**config.mk**
```make
export PLATFORM = sky130hd
export DESIGN_NAME = arm_fetch_unit
export DESIGN_NICKNAME = d
export VERILOG_FILES = /design/src/rtl/arm_fetch_unit.sv
export SDC_FILE = /design/constraint.sdc
export NUM_CORES = 1
export LEC_CHECK = 0
export BUFFER_PORTS_ARGS = -buffer_cell sky130_fd_sc_hd__buf_4
export CORE_MARGIN = 4
export CORE_UTILIZATION = 50
export DETAILED_ROUTE_END_ITERATION = 12
export PLACE_DENSITY = 0.72
export REMOVE_ABC_BUFFERS = 1
export SLEW_MARGIN = 15
export SYNTH_ARGS = -nofsm -noshare
export SYNTH_HDL_FRONTEND = slang
export SYNTH_SLANG_ARGS = --single-unit
```
**constraint.sdc**
```tcl
create_clock -name clk -period 15.4 [get_ports clk]
set_input_delay 3.08 -clock clk [delete_from_list [all_inputs] [get_ports clk]]
set_output_delay 3.08 -clock clk [all_outputs]
set_load 0.01 [all_outputs]
```
**src/rtl/arm_fetch_unit.sv**
```systemverilog
// ARM32 instruction fetch stage: issues word reads to a 1-cycle synchronous RAM,
// buffers responses in a small prefetch FIFO and hands them downstream over valid/ready.
module arm_fetch_unit #(
    parameter int unsigned     ARCH       = 32,
    parameter int unsigned     ADDR_W     = 12,
    parameter int unsigned     FIFO_DEPTH = 2,
    parameter logic [ARCH-1:0] RESET_PC   = '0
) (
    input  logic              clk,
    input  logic              reset_n,
    output logic              mem_req_o,
    output logic [ADDR_W-1:0] mem_addr_o,
    input  logic [31:0]       mem_rdata_i,
    input  logic              redirect_i,
    input  logic [ARCH-1:0]   redirect_pc_i,
    output logic              ins_valid_o,
    input  logic              ins_ready_i,
    output logic [31:0]       ins_o,
    output logic [ARCH-1:0]   ins_pc_o,
    output logic [ARCH-1:0]   ins_pc8_o,
    output logic              fault_o
);

    localparam int unsigned PTR_W = (FIFO_DEPTH > 1) ? $clog2(FIFO_DEPTH) : 1;
    localparam int unsigned CNT_W = PTR_W + 1;
    localparam logic [CNT_W:0] DEPTH_C = (CNT_W + 1)'(FIFO_DEPTH);

    // Fetch-side state
    logic [ARCH-1:0] fetch_pc_q,    fetch_pc_d;
    logic            inflight_q,    inflight_d;
    logic [ARCH-1:0] inflight_pc_q, inflight_pc_d;
    logic            fault_q,       fault_d;

    // Prefetch FIFO state
    logic [CNT_W-1:0] count_q,  count_d;
    logic [PTR_W-1:0] rd_ptr_q, rd_ptr_d;
    logic [PTR_W-1:0] wr_ptr_q, wr_ptr_d;
    logic [31:0]      fifo_ins_q [FIFO_DEPTH];
    logic [ARCH-1:0]  fifo_pc_q  [FIFO_DEPTH];

    logic            pop;
    logic            push;
    logic            issue;
    logic [CNT_W:0]  occ_after;
    logic [31:0]     head_ins;
    logic [ARCH-1:0] head_pc;

    assign ins_valid_o = (count_q != '0);
    assign pop         = ins_valid_o && ins_ready_i;

    // A redirect kills the response currently returning from the RAM.
    assign push = inflight_q && !redirect_i;

    // pop implies count_q >= 1, so the subtraction cannot underflow.
    assign occ_after = {1'b0, count_q} + {{CNT_W{1'b0}}, inflight_q} - {{CNT_W{1'b0}}, pop};
    assign issue     = reset_n && !redirect_i && !fault_q && (occ_after < DEPTH_C);

    assign mem_req_o  = issue;
    assign mem_addr_o = fetch_pc_q[ADDR_W+1:2];

    assign head_ins  = fifo_ins_q[rd_ptr_q];
    assign head_pc   = fifo_pc_q[rd_ptr_q];
    assign ins_o     = ins_valid_o ? head_ins : '0;
    assign ins_pc_o  = ins_valid_o ? head_pc : '0;
    assign ins_pc8_o = ins_valid_o ? (head_pc + ARCH'(8)) : '0;
    assign fault_o   = fault_q;

    always_comb begin
        fetch_pc_d    = fetch_pc_q;
        inflight_d    = issue;
        inflight_pc_d = fetch_pc_q;
        fault_d       = fault_q;
        count_d       = count_q;
        rd_ptr_d      = rd_ptr_q;
        wr_ptr_d      = wr_ptr_q;

        if (issue) begin
            fetch_pc_d = fetch_pc_q + ARCH'(4);
        end

        if (redirect_i) begin
            // Redirect wins over any simultaneous push or pop.
            fetch_pc_d = {redirect_pc_i[ARCH-1:2], 2'b00};
            fault_d    = |redirect_pc_i[1:0];
            count_d    = '0;
            rd_ptr_d   = '0;
            wr_ptr_d   = '0;
        end else begin
            if (push) begin
                wr_ptr_d = wr_ptr_q + PTR_W'(1);
            end
            if (pop) begin
                rd_ptr_d = rd_ptr_q + PTR_W'(1);
            end
            case ({push, pop})
                2'b10:   count_d = count_q + CNT_W'(1);
                2'b01:   count_d = count_q - CNT_W'(1);
                default: count_d = count_q;
            endcase
        end
    end

    always_ff @(posedge clk) begin
        if (!reset_n) begin
            fetch_pc_q    <= RESET_PC;
            inflight_q    <= 1'b0;
            inflight_pc_q <= '0;
            fault_q       <= 1'b0;
            count_q       <= '0;
            rd_ptr_q      <= '0;
            wr_ptr_q      <= '0;
        end else begin
            fetch_pc_q    <= fetch_pc_d;
            inflight_q    <= inflight_d;
            inflight_pc_q <= inflight_pc_d;
            fault_q       <= fault_d;
            count_q       <= count_d;
            rd_ptr_q      <= rd_ptr_d;
            wr_ptr_q      <= wr_ptr_d;
        end
    end

    // NOTE: the FIFO storage has no reset; occupancy gates every read, so stale contents are never visible.
    always_ff @(posedge clk) begin
        if (reset_n && push) begin
            fifo_ins_q[wr_ptr_q] <= mem_rdata_i;
            fifo_pc_q[wr_ptr_q]  <= inflight_pc_q;
        end
    end

    // The issue rule must always leave room for the returning response.
    assert property (@(posedge clk) disable iff (!reset_n)
        push && !pop |-> (count_q < CNT_W'(FIFO_DEPTH)));
    assert property (@(posedge clk) disable iff (!reset_n)
        count_q <= CNT_W'(FIFO_DEPTH));

endmodule

```
[Word level (Yosys, flattened, before mapping)]
Memories as Yosys holds them, arrays and structs flattened. A register that Yosys moved wholly into a read port is not among the register bits.
Cells that the tools add are included.
Word-level totals
  memories kept: 2
  bits in writable memories: 128
  bits in registers: 70
Memory list
  fifo_ins_q: words 2, bits a word 32, read ports 1, clocked after Yosys merged registers in 1, write ports 1, RTL line 38  | logic [31:0] fifo_ins_q [FIFO_DEPTH];
  fifo_pc_q: words 2, bits a word 32, read ports 1, clocked after Yosys merged registers in 1, write ports 1, RTL line 39  | logic [ARCH-1:0] fifo_pc_q [FIFO_DEPTH];
Cells by class
  $lt $le $gt $ge: 1
  add/subtract/negate cells: 8
  bitwise gates (word level): 1
  muxes and demuxes: 12
  reduce and logical (&&, ||, !) cells: 13
  eq/ne operators: 2
Operators by type and width (number)
  32-bit two-way mux: 5
  32-bit by 3-bit adder with 32-bit output, second input constant: 1
  32-bit by 4-bit adder with 32-bit output, second input constant: 1
  1-bit logical AND: 6
  1-bit two-way mux: 6
  2-bit nonzero test: 3
  2-bit case mux with 2 select lines: 1
  2-bit OR reduction: 2
  2-bit by 1-bit adder with 3-bit output: 1
  3-bit by 2-bit less-than comparator with 1-bit output, second input constant: 1
  3-bit by 1-bit subtractor with 3-bit output: 1
  1-bit adder, second input constant: 2
  2-bit by 1-bit adder with 2-bit output, second input constant: 1
  2-bit by 1-bit == test with 1-bit output, second input constant: 1
  2-bit == test, second input constant: 1
  1-bit logical NOT: 2
  2-bit by 1-bit subtractor with 2-bit output, second input constant: 1
  1-bit inverter: 1

[Logic depth before layout (Yosys ltp)]
Gate-level depths: netlist (run 1).
  word-level depth: 7
  gate-level depth with buffers: 12

[Worst setup path before layout (run 1)]
No wires, ideal clock.
  kind: in2reg
  from: in redirect_i
  to: mem fifo_ins_q[0][0], enable pin
  path buffers: 1
  arrival time: 8119 ps
  path slack: 6710 ps
  stages on the path: 4
  data required time: 14829 ps
  cell sequence: clkbuf_1 clkinv_1 nand2_1 nor3b_1
On the way
  word-level cells in the longest chain between the ends: 5
RTL lines
  start: declaration: RTL line 14  | input logic redirect_i,
  1-bit logical NOT: RTL line 52  | assign push = inflight_q && !redirect_i;
  1-bit logical AND: RTL line 52
  1-bit logical AND: RTL line 125  | if (reset_n && push) begin
  1-bit two-way mux: RTL line 125
  1-bit two-way mux (not written as such): RTL line 126  | fifo_ins_q[wr_ptr_q] <= mem_rdata_i;
  end: declaration: RTL line 38
Every way passes these cells.

[Worst setup path in the final report (run 1)]
  from: in ins_ready_i
  to: out mem_req_o
On the way
  word-level cells in the longest chain between the ends: 4
RTL lines
  start: declaration: RTL line 17  | input logic ins_ready_i,
  1-bit logical AND: RTL line 49  | assign pop = ins_valid_o && ins_ready_i;
  3-bit by 1-bit subtractor with 3-bit output: RTL line 55  | assign occ_after = {1'b0, count_q} + {{CNT_W{1'b0}}, inflight_q} - {{CNT_W{1'b0}}, pop};
  3-bit by 2-bit less-than comparator with 1-bit output: RTL line 56  | assign issue = reset_n && !redirect_i && !fault_q && (occ_after < DEPTH_C);
  1-bit logical AND: RTL line 56
  end: declaration: RTL line 11  | output logic mem_req_o,
Every way passes these cells.

==> results of run 1 <==
## critical path, stage by stage
cell and delay [ns]:
buf_4 0.12, nand2b_1 0.08, nor2_1 0.07, or2_2 0.30, nand2_1 0.09, fa_1 0.40
and4bb_2 0.24, nand2_1 0.06, buf_4 0.36, inv_1 0.37, buf_4 0.26
## power groups by stage
| stage | clock network, mW | logic, mW | registers (mW) |
|---|---|---|---|
| floorplan | 0 | 0.0300 | 0.577 |
| global placement | 0 | 0.0644 | 0.578 |
| detailed placement | 0 | 0.0651 | 0.578 |
| CTS | 0.421 | 0.0655 | 0.567 |
| global route | 0.449 | 0.0715 | 0.569 |
| finish | 0.412 | 0.0651 | 0.567 |
## placed cells by master (no fill, tap or decap), types with 10 or more instances in the layout
master	instances
nand2_1	44
buf_4	181
o21ai_0	18
dfxtp_1	66
nand3_1	24
nand4_1	20
mux2i_1	57
inv_1	10
and2_1	37
clkbuf_16	17
a21oi_1	28
edfxtp_1	124
nor3_1	11
nor2_1	104
## flip-flops by register name (all words and copies together) (netlist names), named ones only
| register | flops |
|---|---|
| fifo_pc_q | 60 |
| fetch_pc_q | 30 |
| inflight_pc_q | 30 |
| wr_ptr_q | 1 |
| inflight_q | 1 |
| fault_o | 1 |
| rd_ptr_q | 1 |
| fifo_ins_q | 64 |
| count_q | 2 |
## per-stage QoR
step / utilization [%] / total power [mW] / area [um2] / hold slack [ns] / setup WS [ns]
finish: 62.6 / 1.04 / 10500 / 0.424 / 6.86
floorplan: - / 0.607 / 8240 / 0.404 / 6.78
global route: 62.6 / 1.09 / 10500 / 0.434 / 6.75
detailed placement: 59.2 / 0.643 / 9890 / 0.411 / 6.91
global placement: 59.2 / 0.642 / 9890 / 0.405 / 6.91
CTS: 62.6 / 1.05 / 10500 / 0.426 / 6.89
## kinds of logic (layout without fill, tap and decap cells)
logic type / after synthesis / after routing / share of synthesized area [%]
flops: 191 / 191 / 59.2
other cells: 1 / 4 / 0.0438
mux: 66 / 66 / 7.88
compound gates: 108 / 108 / 8.57
xor+xnor: 18 / 18 / 1.84
fa+ha+maj: 3 / 3 / 0.527
simple gates: 293 / 293 / 17.6
buf+inv: 68 / 225 / 4.30
## routing by layer
metal / routed length, um / share of wire (%)
met1: 8410 / 47
met2: 8280 / 46
met4: 182 / 1.0
met5: 0 / 0
met3: 1120 / 6.2
## worst paths after layout
kind / startpoint / to / slack, ns / cells past startpoint
worst max-delay path: ins_ready_i / mem_req_o / 6.86 / 11
worst min register to register: inflight_pc_q[28] / fifo_pc_q[1][28] / 0.42 / 0
worst min-delay path: inflight_pc_q[28] / fifo_pc_q[1][28] / 0.42 / 0
worst max register to register: count_q[1] / fetch_pc_q[13] / 12.16 / 12
## final cells by class
| class | count | area share, % |
|---|---|---|
| well taps | 220 | 2.63 |
| repair buffers | 181 | 13.0 |
| clock buffers | 21 | 4.40 |
| inverters | 12 | 0.431 |
| flip-flops and latches | 191 | 48.5 |
| clock inverters | 11 | 0.993 |
| multi-input cells | 492 | 30.1 |
## Yosys cell counts (9+ instances only)
cell type	instances	area, um2
a21oi_1	28	140
and2_1	37	231
buf_2	9	45.0
buf_4	18	135
clkbuf_1	21	78.8
dfxtp_1	67	1340
edfxtp_1	124	3720
inv_1	10	37.5
mux2i_1	57	571
nand2_1	44	165
nand3_1	24	120
nand4_1	20	125
nor2_1	105	394
nor3_1	11	55.1
nor4_1	9	56.3
o21ai_0	18	90.1
xnor2_1	9	78.8
xor2_1	9	78.8
==> flow_metrics.tcl, run 1 <==
set metrics [dict create \
    regArea_mm2 0.00507 \
    drv_cap 0 \
    first_global_vias 5697 \
    grt-busiest-layer "met2" \
    clock_latency_ns 0.42 \
    pwr-share-clk_pct 39.5 \
    io_pins 179 \
    core-area_mm2 0.0167 \
    final_nets 966 \
    postRouteAntennaNets 0 \
    ctsHoldBuffers 0 \
    fin_skew_ns 0.00937 \
    routedWlPerCell_um 16.0 \
    nFillCells 1353 \
    max-vdd-ir-drop_mv 0.0754 \
    postCtsSetupBuffers 0 \
    p_sw_share_pct 21.5 \
    synth_ff_type "edfxtp_1" \
    gp_congestion 0.865 \
    post-route-min-period_ns 8.54 \
    seq_area_frac_synth_pct 59.2 \
    ys_ff_latch 191 \
    relSlewSlack_pct 31.6 \
    use_met1_pct 27.2 \
    use_met3_pct 3.52 \
    setup_viol 0 \
    cts_root_buffer "clkbuf_16" \
    post_cts_resized 0 \
    drive_gt1_share_pct 26.4 \
    routed_wirelength_mm 18.0 \
    antenna_cells 0 \
    synth-edff-count 124 \
    crit_fanout 40 \
    placed_cells 1096 \
    finalSetupTns_ns 0 \
    p_per_area_mw_per_mm2 99.9 \
    power_frac_seq_pct 54.3 \
    fmax_mhz 117 \
    drt-initial-drc-count 370 \
    finalHoldViolations 0 \
    gr-usage-met2_pct 28.6 \
    dp_hpwl_mm 12.4 \
    initial_utilization_pct 51.2 \
    htree_levels 4 \
    pwr-share-comb_pct 6.2 \
    syn_area_mm2 0.00855 \
    slew_viol_final 0 \
    crit_path_end_kind "output pin" \
    die_w_um 139 \
    core.rowCount 47 \
    cts_buffers 17 \
    ys_warn_count 0 \
    multiInputGateArea_mm2 0.00315 \
    cts_tree "built" \
    dieArea_mm2 0.0193 \
    cts.reportedPaths.clkPinSlew_ns 0.06 \
    avgSynthCellArea_um2 11.4 \
    cts_sinks 191 \
    p_leak_nw 3.85 \
    crit_required_ns 12.32 \
    ys_types 71 \
    antenna_found_initial 0 \
    tightest_slew_ns 1.03 \
    num_vias 6084 \
    drt_first_pass_iters 5 \
    crit_type "in2out" \
    area_growth_pct 22.3 \
    die_y_um 139 \
    numPortBuffers 174 \
    clk_path_buf_depth 2 \
    grt_setup_unrepaired "no" \
    syn_inst 748 \
    arrival_ns 5.46 \
    route.detailed.drc 0 \
    track_usage_pct 18.6 \
    status "finished clean" \
    overflow 0 \
    crit_path_start_kind "input port" \
    internal_power_mw 0.820 \
    postSynth.asyncResetShare_pct 0 \
    min_period_over_period_pct 55.4 \
    p_sw_mw 0.224 \
    fin_cells 1128 \
    grt_max_degree 70 \
    grt_pass1_wl_mm 29.1 \
    hp-class "reg2reg" \
    routed_via_density 5.39 \
]
Note: power is estimated with default switching activity, not from simulation.
==> run 2: changes to the inputs <==
- PLACE_DENSITY: 0.72 -> 0.75
- clock period: 15.4 -> 7.2 ns (I/O delays scaled with it)
==> run 2 against run 1 <==
Against the previous run: largest power group unchanged; count of clock-buffer cells in the layout unchanged; power up 120%; critical path type unchanged; worst setup slack worse by 5.0 ns; sequential power up 110%; via count up 1.0%; global-route usage up 0.46 points; largest cell class unchanged; highest routed layer unchanged; critical endpoint unchanged; first-iteration DRC count down 5.4%.
==> flow_metrics.tcl, run 2 (synthesis results as in run 1) <==
set metrics [dict create \
    min_period_over_period_pct 73.9 \
    gp_congestion 0.810 \
    cts_buffers 17 \
    arrival_ns 3.88 \
    final_common_cell "buf_4" \
    cts_root_buffer "clkbuf_16" \
    htree_levels 4 \
    clk_path_buf_depth 2 \
    dieArea_mm2 0.0193 \
    fmax_mhz 188 \
    routed_via_density 5.46 \
    crit_type "in2out" \
    core-area_mm2 0.0167 \
    antenna_found_initial 0 \
    clock_latency_ns 0.42 \
    ctsHoldBuffers 0 \
    route.detailed.drc 0 \
    p_leak_nw 3.84 \
    post_cts_resized 0 \
    largest_registers "fifo_ins_q x64, fifo_pc_q x60" \
    design_area_mm2 0.0105 \
    cts_sinks 191 \
    fin_skew_ns 0.00806 \
    routed_wirelength_mm 18.6 \
    crit_path_start_kind "input port" \
    hold_depth 0 \
    grt_pass1_wl_mm 29.8 \
    regMostFlops "fifo_ins_q" \
    grt_max_degree 80 \
    cts.reportedPaths.clkPinSlew_ns 0.06 \
    final_nets 964 \
    place_ws_ns 1.92 \
    crit_fanout 40 \
    initial_utilization_pct 51.2 \
    hold_ws_ns 0.427 \
    postRouteAntennaNets 0 \
    fin_ws_ns 1.88 \
    largest_reg_flops 64 \
    die_w_um 139 \
    postCtsSetupBuffers 0 \
    drv_cap 0 \
    relSlewSlack_pct 31.1 \
    core.rowCount 47 \
    numPortBuffers 174 \
    io_pins 179 \
    overflow 0 \
    finalSetupTns_ns 0 \
    final_cell_mix "buf_4, edfxtp_1, nor2_1" \
    routedWlPerCell_um 16.6 \
    drive_gt1_share_pct 26.3 \
    area_growth_pct 22.3 \
    crit_path_end_kind "output pin" \
    drt-initial-drc-count 350 \
    max-vdd-ir-drop_mv 0.171 \
    finalCoreUtilization_pct 62.6 \
    first_global_vias 5803 \
    drt_first_pass_iters 5 \
    slew_viol_final 0 \
    finalHoldViolations 0 \
    post-route-min-period_ns 5.32 \
    die_y_um 139 \
    status "finished clean" \
    track_usage_pct 19.0 \
    antenna_cells 0 \
    cts_tree "built" \
    p_per_area_mw_per_mm2 215 \
    crit_required_ns 5.76 \
    tightest_slew_ns 1.03 \
    dp_hpwl_mm 12.8 \
    num_vias 6146 \
    setup_viol 0 \
    place_area_mm2 0.00988 \
    grt_setup_unrepaired "no" \
    r2r_cells 12 \
    hp-class "reg2reg" \
]
## run 2: cell type report
| class | instances | area [um2] |
|---|---|---|
| fillers | 1344 | 6240 |
| flip-flops and latches | 191 | 5070 |
| multi-input cells | 492 | 3150 |
| repair buffers | 179 | 1340 |
| clock buffers | 21 | 483 |
| well taps | 220 | 275 |
| clock inverters | 11 | 95.1 |
| inverters | 12 | 45.0 |
## run 2: per-layer routing
metal / up-vias / part of all wire (%) / GRT usage [%]
met1: 2855 / 44 / 26.5
met5: - / 0 / 0
met4: 0 / 1.8 / 6.75
li1: 3006 / - / -
met3: 25 / 7.4 / 3.79
met2: 260 / 47 / 29.9
## run 2: power breakdown
part	total, mW	internal, mW	switching, mW
Sequential	1.21	1.19	0.0242
Combinational	0.139	0.0673	0.0721
Clock	0.894	0.493	0.401
Total	2.25	1.75	0.498
## run 2: path summary, 6_finish.rpt
check,start,end,slack [ns]
min,inflight_pc_q[19],fifo_pc_q[0][19],0.43
min reg2reg,inflight_pc_q[19],fifo_pc_q[0][19],0.43
max,ins_ready_i,mem_req_o,1.88
max reg2reg,count_q[1],fetch_pc_q[13],3.90
## run 2: per-stage QoR
| stage | total power [mW] | cells |
|---|---|---|
| 2_1_floorplan | 1.30 | 695 |
| 3_3_place_gp | 1.37 | 1094 |
| 3_5_place_dp | 1.38 | 1094 |
| 4_1_cts | 2.26 | 1126 |
| 5_1_grt | 2.33 | 1126 |
| 6_report | 2.25 | 1126 |
## run 2: worst max-delay path, cell delays in order
cell      delay [ns]
buf_4           0.12
nand2b_1        0.09
nor2_1          0.08
or2_2           0.31
nand2_1         0.11
fa_1            0.41
and4bb_2        0.24
nand2_1         0.05
buf_4           0.36
inv_1           0.38
buf_4           0.26
==> run 3: changes to the inputs <==
- PLACE_DENSITY: 0.75 -> 0.72
- clock period: 7.2 -> 5.1 ns (I/O delays scaled with it)
==> run 3 against run 2 <==
Against the previous run: design area about the same; sequential share of layout area about the same; worst hold slack better by 0.0010 ns; combinational power up 41%; worst setup slack worse by 0.96 ns; global-route usage down 0.26 points; sequential power up 41%; register-to-register slack worse by 1.8 ns; core utilization about the same; clock skew up 0.00070 ns; wire length down 2.2%; highest routed layer unchanged.
==> flow_metrics.tcl, run 3 (synthesis results as in run 1) <==
set metrics [dict create \
    status "finished clean" \
    ctsHoldBuffers 0 \
    dp_hpwl_mm 12.5 \
    cts.reportedPaths.clkPinSlew_ns 0.07 \
    crit_required_ns 4.08 \
    post-route-min-period_ns 4.18 \
    cts_tree "built" \
    gp_congestion 0.846 \
    crit_type "reg2out" \
    fin_skew_ns 0.00875 \
    clock_latency_ns 0.42 \
    drt_first_pass_iters 5 \
    place_area_mm2 0.00989 \
    pwr-share-clk_pct 39.5 \
    p_sw_share_pct 22.1 \
    max-vdd-ir-drop_mv 0.255 \
    crit_path_end_kind "output pin" \
    crit_path_start_kind "flop" \
    drv_cap 0 \
    p_per_area_mw_per_mm2 301 \
    fmax_mhz 239 \
    die_w_um 139 \
    internal_power_mw 2.45 \
    finalCoreUtilization_pct 62.6 \
    design_area_mm2 0.0105 \
    postCtsSetupBuffers 0 \
    area_growth_pct 22.3 \
    numPortBuffers 174 \
    cts_root_buffer "clkbuf_16" \
    drt-initial-drc-count 307 \
    grt_setup_unrepaired "no" \
    routed_via_density 5.38 \
    antenna_cells 0 \
    fin_cells 1128 \
    finalHoldViolations 0 \
    die_y_um 139 \
    p_leak_nw 3.85 \
    relSlewSlack_pct 28.2 \
    cp_top_family "compound AO/OA/AOI/OAI gates" \
    first_global_vias 5653 \
    power_frac_seq_pct 54.3 \
    crit_fanout 44 \
    routedWlPerCell_um 16.2 \
    core.rowCount 47 \
    tightest_slew_ns 1.08 \
    post_cts_resized 0 \
    pwr-share-comb_pct 6.2 \
    final_cell_mix "buf_4, edfxtp_1, nor2_1" \
    num_vias 6069 \
    io_pins 179 \
    hp-class "reg2reg" \
    setup_viol 0 \
    route.detailed.drc 0 \
    initial_utilization_pct 51.2 \
    worst_path_largest_cell_delay_ns 0.74 \
    core-area_mm2 0.0167 \
    overflow 0 \
    htree_levels 4 \
    final_nets 966 \
    final_common_cell "buf_4" \
    path_buf_inv 1 \
    track_usage_pct 18.8 \
    finalSetupTns_ns 0 \
    cp_slowest_cell "dfxtp_4" \
    min_period_over_period_pct 81.9 \
    placed_cells 1096 \
    antenna_found_initial 0 \
    grt_pass1_wl_mm 29.4 \
    dieArea_mm2 0.0193 \
    postRouteAntennaNets 0 \
    routed_wirelength_mm 18.2 \
    grt_max_degree 80 \
    clk_path_buf_depth 2 \
    largest_registers "fifo_ins_q x64, fifo_pc_q x60" \
    slew_viol_final 0 \
    p_sw_mw 0.698 \
    hold_ws_ns 0.428 \
    regMostFlops "fifo_ins_q" \
    drive_gt1_share_pct 26.4 \
    worstPathCellList "mux2i_1, a211oi_4, nand4_2, o31a_1, nor3_1, buf_4" \
    arrival_ns 3.16 \
    largest_reg_flops 64 \
    cts_buffers 17 \
    cts_sinks 191 \
]
run 3: worst paths after layout:
check                                      start         endpoint  slack (ns)  cells past startpoint
worst max register to register        count_q[1]   fetch_pc_q[17]        2.08                      9
worst min-delay path            inflight_pc_q[3]  fifo_pc_q[1][3]        0.43                      0
worst max-delay path                        flop    ins_pc8_o[30]        0.92                      6
worst min register to register  inflight_pc_q[3]  fifo_pc_q[1][3]        0.43                      0
run 3: final cells by class:
type | count | area, um2
Tap cell | 220 | 275
Clock buffer | 21 | 472
Fill cell | 1326 | 6240
Timing Repair Buffer | 181 | 1360
Clock inverter | 11 | 95.1
Sequential cell | 191 | 5070
Multi-Input combinational cell | 492 | 3150
Inverter | 12 | 45.0
run 3: metal layers:
metal  part of all wire [%]  up-vias  global-route usage (%)
li1                       -     3010                       -
met1                     46     2800                    26.9
met2                     46      233                    29.0
met3                    6.5       26                    3.48
met4                    1.6        0                    6.33
met5                      0        -                       0
run 3: power groups by stage:
| stage | Sequential, mW | Combinational (mW) | Clock [mW] |
|---|---|---|---|
| after floorplan | 1.74 | 0.0906 | 0 |
| final | 1.71 | 0.196 | 1.24 |
| after detailed placement | 1.75 | 0.196 | 0 |
| after global placement | 1.75 | 0.194 | 0 |
| after global routing | 1.72 | 0.216 | 1.34 |
| after CTS | 1.71 | 0.197 | 1.27 |
run 3: stage by stage:
step | power (mW) | setup slack (ns)
after floorplan | 1.83 | -1.46
after global placement | 1.94 | 1.29
after detailed placement | 1.94 | 1.28
after CTS | 3.18 | 0.881
after global routing | 3.27 | 0.709
final | 3.15 | 0.923
